## config.mk

```make
export PLATFORM = sky130hd
export DESIGN_NAME = mv_mem_arbiter
export DESIGN_NICKNAME = d
export VERILOG_FILES = /design/src/rtl/mv_mem_pkg.sv /design/src/rtl/mv_index_calc.sv /design/src/rtl/mv_mem_arbiter.sv
export SDC_FILE = /design/constraint.sdc
export NUM_CORES = 1
export LEC_CHECK = 0
export BUFFER_PORTS_ARGS = -buffer_cell sky130_fd_sc_hd__buf_2
export CORE_MARGIN = 10
export CORE_UTILIZATION = 40
export CTS_CLUSTER_SIZE = 14
export DETAILED_ROUTE_END_ITERATION = 16
export SLEW_MARGIN = 25
export SYNTH_ARGS = -nofsm -noshare
export SYNTH_HDL_FRONTEND = slang
export SYNTH_SLANG_ARGS = --single-unit
```

## constraint.sdc

```tcl
create_clock -name CLK -period 8.35 [get_ports CLK]
set_input_delay 0 -clock CLK [delete_from_list [all_inputs] [get_ports CLK]]
set_output_delay 0 -clock CLK [all_outputs]
set_load 0.05 [all_outputs]
```

## src/rtl/mv_mem_pkg.sv

```systemverilog
// Shared constants and FSM encoding for the motion-vector memory arbiter.
// NULL_BIT marks the flag bit that tags an entry as a NULL vector.
package mv_mem_pkg;

    localparam int DW = 9;
    localparam int AW = 16;
    localparam int NULL_BIT = DW - 1;
    localparam logic [DW-1:0] NULL_MV = 9'h100;

    typedef enum logic {
        ST_IDLE  = 1'b0,
        ST_ISSUE = 1'b1
    } arb_state_t;

endpackage

```

## src/rtl/mv_index_calc.sv

```systemverilog
// Maps 1-based (row, col) block coordinates to a linear memory index.
// Also reports whether the coordinates fall inside the frame.
module mv_index_calc
    import mv_mem_pkg::*;
(
    input  logic [7:0]    row,
    input  logic [7:0]    col,
    input  logic [7:0]    width,
    input  logic [7:0]    height,
    output logic [AW-1:0] index,
    output logic          in_frame
);

    logic [7:0]    row_m1;
    logic [7:0]    col_m1;
    logic [AW-1:0] row_base;

    assign row_m1 = row - 8'd1;
    assign col_m1 = col - 8'd1;

    // 255*255 + 254 fits in 16 bits, so the widened product never wraps
    assign row_base = AW'(row_m1) * AW'(width);
    assign index    = row_base + AW'(col_m1);

    assign in_frame = (row != 8'd0) && (col != 8'd0) &&
                      (row <= height) && (col <= width);

endmodule

```

## src/rtl/mv_mem_arbiter.sv

```systemverilog
// Round-robin arbiter with burst lock sharing one single-port MV memory
// between two requesters; out-of-frame reads return NULL_MV without a memory access.
module mv_mem_arbiter
    import mv_mem_pkg::*;
(
    input  logic                 CLK,
    input  logic                 reset,
    input  logic [7:0]           width,
    input  logic [7:0]           height,
    input  logic [1:0]           req,
    input  logic [1:0]           lock,
    input  logic [1:0]           we,
    input  logic [1:0][7:0]      row,
    input  logic [1:0][7:0]      col,
    input  logic [1:0][DW-1:0]   wdata,
    output logic [1:0]           gnt,
    output logic [1:0]           rvalid,
    output logic [DW-1:0]        rdata,
    output logic                 mem_en,
    output logic                 mem_we,
    output logic [AW-1:0]        mem_addr,
    output logic [DW-1:0]        mem_wdata,
    input  logic [DW-1:0]        mem_rdata
);

    arb_state_t    state_reg, state_next;
    logic [1:0]    gnt_reg, gnt_next;
    logic [1:0]    rvalid_reg, rvalid_next;
    logic          rnull_reg, rnull_next;
    logic [DW-1:0] rdata_hold_reg;
    logic          mem_en_reg, mem_en_next;
    logic          mem_we_reg, mem_we_next;
    logic [AW-1:0] mem_addr_reg, mem_addr_next;
    logic [DW-1:0] mem_wdata_reg, mem_wdata_next;
    logic          pend_valid_reg, pend_valid_next;
    logic          pend_owner_reg, pend_owner_next;
    logic          pend_null_reg, pend_null_next;
    logic          prio_reg, prio_next;

    logic [1:0]    elig;
    logic          any_elig;
    logic          win;
    logic [AW-1:0] win_index;
    logic          win_in_frame;

    // A requester granted last cycle is masked so its held req is not re-served
    always_comb begin
        elig     = req & ~gnt_reg;
        any_elig = |elig;
        win      = (&elig) ? prio_reg : elig[1];
    end

    mv_index_calc u_index_calc (
        .row      (row[win]),
        .col      (col[win]),
        .width    (width),
        .height   (height),
        .index    (win_index),
        .in_frame (win_in_frame)
    );

    generate
        for (genvar gi = 0; gi < 2; gi++) begin : g_req
            assign gnt_next[gi]    = any_elig && (win == 1'(gi));
            assign rvalid_next[gi] = (state_reg == ST_ISSUE) && pend_valid_reg &&
                                     (pend_owner_reg == 1'(gi));
        end
    endgenerate

    always_comb begin
        state_next      = any_elig ? ST_ISSUE : ST_IDLE;
        mem_en_next     = 1'b0;
        mem_we_next     = 1'b0;
        mem_addr_next   = mem_addr_reg;
        mem_wdata_next  = mem_wdata_reg;
        pend_valid_next = 1'b0;
        pend_owner_next = pend_owner_reg;
        pend_null_next  = pend_null_reg;
        prio_next       = prio_reg;
        rnull_next      = pend_null_reg;
        if (any_elig) begin
            mem_en_next     = win_in_frame;
            mem_we_next     = win_in_frame & we[win];
            mem_addr_next   = win_index;
            mem_wdata_next  = wdata[win];
            pend_valid_next = ~we[win];
            pend_owner_next = win;
            pend_null_next  = ~win_in_frame;
            // A locked winner keeps the top slot; otherwise it drops to the bottom
            prio_next       = lock[win] ? win : ~win;
        end
    end

    always_ff @(posedge CLK) begin
        if (reset) begin
            state_reg      <= ST_IDLE;
            gnt_reg        <= 2'b00;
            rvalid_reg     <= 2'b00;
            rnull_reg      <= 1'b0;
            rdata_hold_reg <= '0;
            mem_en_reg     <= 1'b0;
            mem_we_reg     <= 1'b0;
            mem_addr_reg   <= '0;
            mem_wdata_reg  <= '0;
            pend_valid_reg <= 1'b0;
            pend_owner_reg <= 1'b0;
            pend_null_reg  <= 1'b0;
            prio_reg       <= 1'b0;
        end else begin
            state_reg      <= state_next;
            gnt_reg        <= gnt_next;
            rvalid_reg     <= rvalid_next;
            rnull_reg      <= rnull_next;
            rdata_hold_reg <= rdata;
            mem_en_reg     <= mem_en_next;
            mem_we_reg     <= mem_we_next;
            mem_addr_reg   <= mem_addr_next;
            mem_wdata_reg  <= mem_wdata_next;
            pend_valid_reg <= pend_valid_next;
            pend_owner_reg <= pend_owner_next;
            pend_null_reg  <= pend_null_next;
            prio_reg       <= prio_next;
        end
    end

    // Memory data arrives in the rvalid cycle itself, so it is passed straight through
    assign rdata     = (|rvalid_reg) ? (rnull_reg ? NULL_MV : mem_rdata) : rdata_hold_reg;
    assign gnt       = gnt_reg;
    assign rvalid    = rvalid_reg;
    assign mem_en    = mem_en_reg;
    assign mem_we    = mem_we_reg;
    assign mem_addr  = mem_addr_reg;
    assign mem_wdata = mem_wdata_reg;

endmodule

```

==> metrics.yaml <==
status:
  status: "finished clean"
power:
  pwr-share-seq: 0.159
  sw_frac_of_total: 0.487
  p_leak_nw: 3.07
  switchingPower_uw: 844
  peakVddDrop_v: 0.000159
  combPwrFrac: 0.727
  cellPowerDensity_nw_per_um2: 286
  clkPwrFrac: 0.114
  p_int_uw: 888
  finalPower_mw: 1.73
synthesis:
  ys_seq_elements: 46
  yosys-top-cells-area: "dfxtp_1 (18%), fa_1 (17%), ha_1 (14%)"
  synth_top_cells_by_count: "inv_1 (84), nand2_1 (76), ha_1 (56)"
  synth_cell_types: 62
  synth_top_area_frac: 0.182
  synth_top_flop_cell: "dfxtp_1"
  synth_warnings: 0
  synthArstFlopShare: 0
  ys_seq_area_frac: 0.182
  synth_area_um2: 5060
  syn_nets: 775
  synthesis.instances: 592
  yosysMostFrequentCell: "inv_1"
  yosys.area.top_type: "dfxtp_1"
  syn_area_per_cell_um2: 8.55
  synth_edf_count: 0
critical_path:
  end_kind: "flop"
  required_ps: 8530
  cp_top_family: "adder cells"
  path_cells: "nor3b_4, nor3_4, mux2i_2, ha_1, nand2_1, nor3_1, xnor2_1, mux2i_1, nand2_1, fa_1, inv_1, fa_1, inv_1, fa_1, fa_1, inv_1, ha_1, o21a_1, o21a_1, a21oi_1, nor4_1, a311o_1"
  r2r_setup_slack_ps: 1880
  worstSetupStartpointType: "flop"
  r2r_end: "mem_addr[10]"
  worst-path-buf-inv: 3
  path_max_fanout: 11
  cpMostUsedCell: "fa_1"
  crit_end: "mem_addr[10]"
  cp_slowest_cell: "mux2i_2"
  cp-startpoint: "gnt[0]"
  worst-setup-path-type: "reg2reg"
  cp.depth: 22
  worstPathArrival_ps: 6640
  rr_worst_depth: 22
  cpPeakStageDelay_ps: 600
  r2r_start: "gnt[0]"
routing:
  wl_per_cell_um: 14.7
  num_vias: 4426
  drt-initial-drc-count: 199
  first_pass_iters: 5
  drt.antenna.violating_nets: 0
  avgViaCountPerCell: 4.97
  wirelength_um: 13100
  drcViolationCount: 0
global_route:
  overflow: 0
  grt_max_degree: 42
  antenna_found_initial: 0
  grt_pass1_wl_um: 22300
  first_global_vias: 4723
  grt_use_total: 0.148
place:
  port_buffers: 122
  placed_cells: 874
  dpl.hpwl_um: 11100
  dpl_cell_area_um2: 5820
  post-place-ws_ps: 1830
  gp_congestion: 0.885
cells_and_area:
  design_area_um2: 6060
  fin_util: 0.484
  antennaDiodeCount: 0
  drive_above_1_share: 0.219
  instances_no_fill: 890
  largest_reg_flops: 16
  syn_to_final_growth_pct: 19.6
  num-nets-final: 900
floorplanning:
  placement_rows: 41
  core-area_um2: 12500
  ios: 123
  initial_core_util: 0.405
  dieWidth_um: 133
  dieArea_um2: 17600
  dieHeight_um: 133
clock_network:
  path_clk_slew_ps: 60
  clockBufferDepth: 2
  cts_tree: "built"
  cts_hold_buf: 8
  clk-insertion-delay-late_ps: 290
  clkSinkCount: 46
  cts_setup_buffers: 0
  cts_resized: 0
  htree_levels: 2
  cts-root-buf: "clkbuf_16"
  cts_buffers: 5
timing:
  hold_violations: 0
  fin_setup_tns_ps: 0
  slew_headroom: 0.399
  period_needed_ps: 6470
  clock_skew_ps: 1.96
  worst_slack_ps: 1880
  max_freq_mhz: 155
  rsz0062_at_grt: "no"
  tightest_slew_ps: 898
  period_share: 0.775
  whs_ps: 5.96
  slew_violations: 0
  setup_viol: 0
job:
  cap_violations: 0
hold_path:
  min_path_type: "in2reg"
power by group through the flow:
stage / sequential (mW) / clock (mW) / combinational (mW)
after floorplan: 0.386 / 0 / 0.883
after global placement: 0.279 / 0 / 1.24
after detailed placement: 0.280 / 0 / 1.25
after CTS: 0.275 / 0.207 / 1.27
after global routing: 0.280 / 0.212 / 1.45
final: 0.275 / 0.197 / 1.26
how the worst min path moves through the flow:
stage / startpoint / to / slack, ps / depth (start not counted)
2_1_floorplan: wdata[0] / mem_wdata[0] / 140 / 2
3_3_place_gp: wdata[1] / mem_wdata[1] / 250 / 3
3_5_place_dp: wdata[5] / mem_wdata[5] / 250 / 3
4_1_cts: wdata[11] / mem_wdata[2] / 3 / 3
5_1_grt: wdata[13] / mem_wdata[4] / 30 / 3
6_report: wdata[11] / mem_wdata[2] / 6 / 3
layout by cell type, fill, tap and decap left out, types with 2 or more instances in the layout:
cell type / instances
or3_1: 2
o21a_1: 5
and2_1: 39
clkbuf_16: 5
and3_1: 2
nand2b_1: 15
nor4_1: 5
a22oi_1: 6
o21ai_1: 2
a311o_1: 2
o211ai_1: 2
mux2i_1: 12
nor3b_1: 2
nand2_1: 76
fa_1: 44
a2111oi_0: 2
nand3_1: 3
a211oi_1: 5
nor4b_1: 2
buf_2: 122
dlygate4sd3_1: 8
o21ai_0: 19
inv_1: 84
a41oi_1: 3
nor3_1: 14
ha_1: 56
mux2_2: 10
nor2_1: 29
a21o_1: 8
xnor2_1: 13
xor2_1: 8
nor2b_1: 5
nand4_1: 5
dfxtp_1: 46
buf_4: 3
a21oi_1: 27
worst register-to-register path: stages, from the launching register on:
cell,delay [ps]
dfxtp_1,380
nor3b_4,70
nor3_4,420
mux2i_2,600
ha_1,320
nand2_1,110
nor3_1,200
xnor2_1,90
mux2i_1,470
nand2_1,170
fa_1,560
inv_1,50
fa_1,490
inv_1,50
fa_1,470
fa_1,540
inv_1,40
ha_1,340
o21a_1,200
o21a_1,190
a21oi_1,210
nor4_1,70
a311o_1,330
metal layers:
layer / vias up / wire length (um) / global-route usage
met5: - / 0 / 0
met4: 0 / 290 / 0.0568
met3: 20 / 825 / 0.0344
met2: 138 / 6250 / 0.249
met1: 2056 / 5720 / 0.178
li1: 2212 / - / -
cells by family after synthesis:
kind of cell	after synthesis	synth area share
xor gates and xnor gates	22	0.0395
adders and majority gates	100	0.312
and+or+nand+nor	209	0.215
buffers and inverters	100	0.0803
DFF	46	0.182
muxes	24	0.0531
AOI/OAI and AO/OA	91	0.118
layout make-up:
cell class | instances | area, um^2
flip-flops and latches | 46 | 921
fillers | 1287 | 6460
clock buffers | 6 | 139
inverters | 85 | 319
clock inverters | 2 | 12.5
multi-input cells | 446 | 3740
well taps | 172 | 215
repair buffers | 133 | 713
Power figures use the tool's default switching activity.
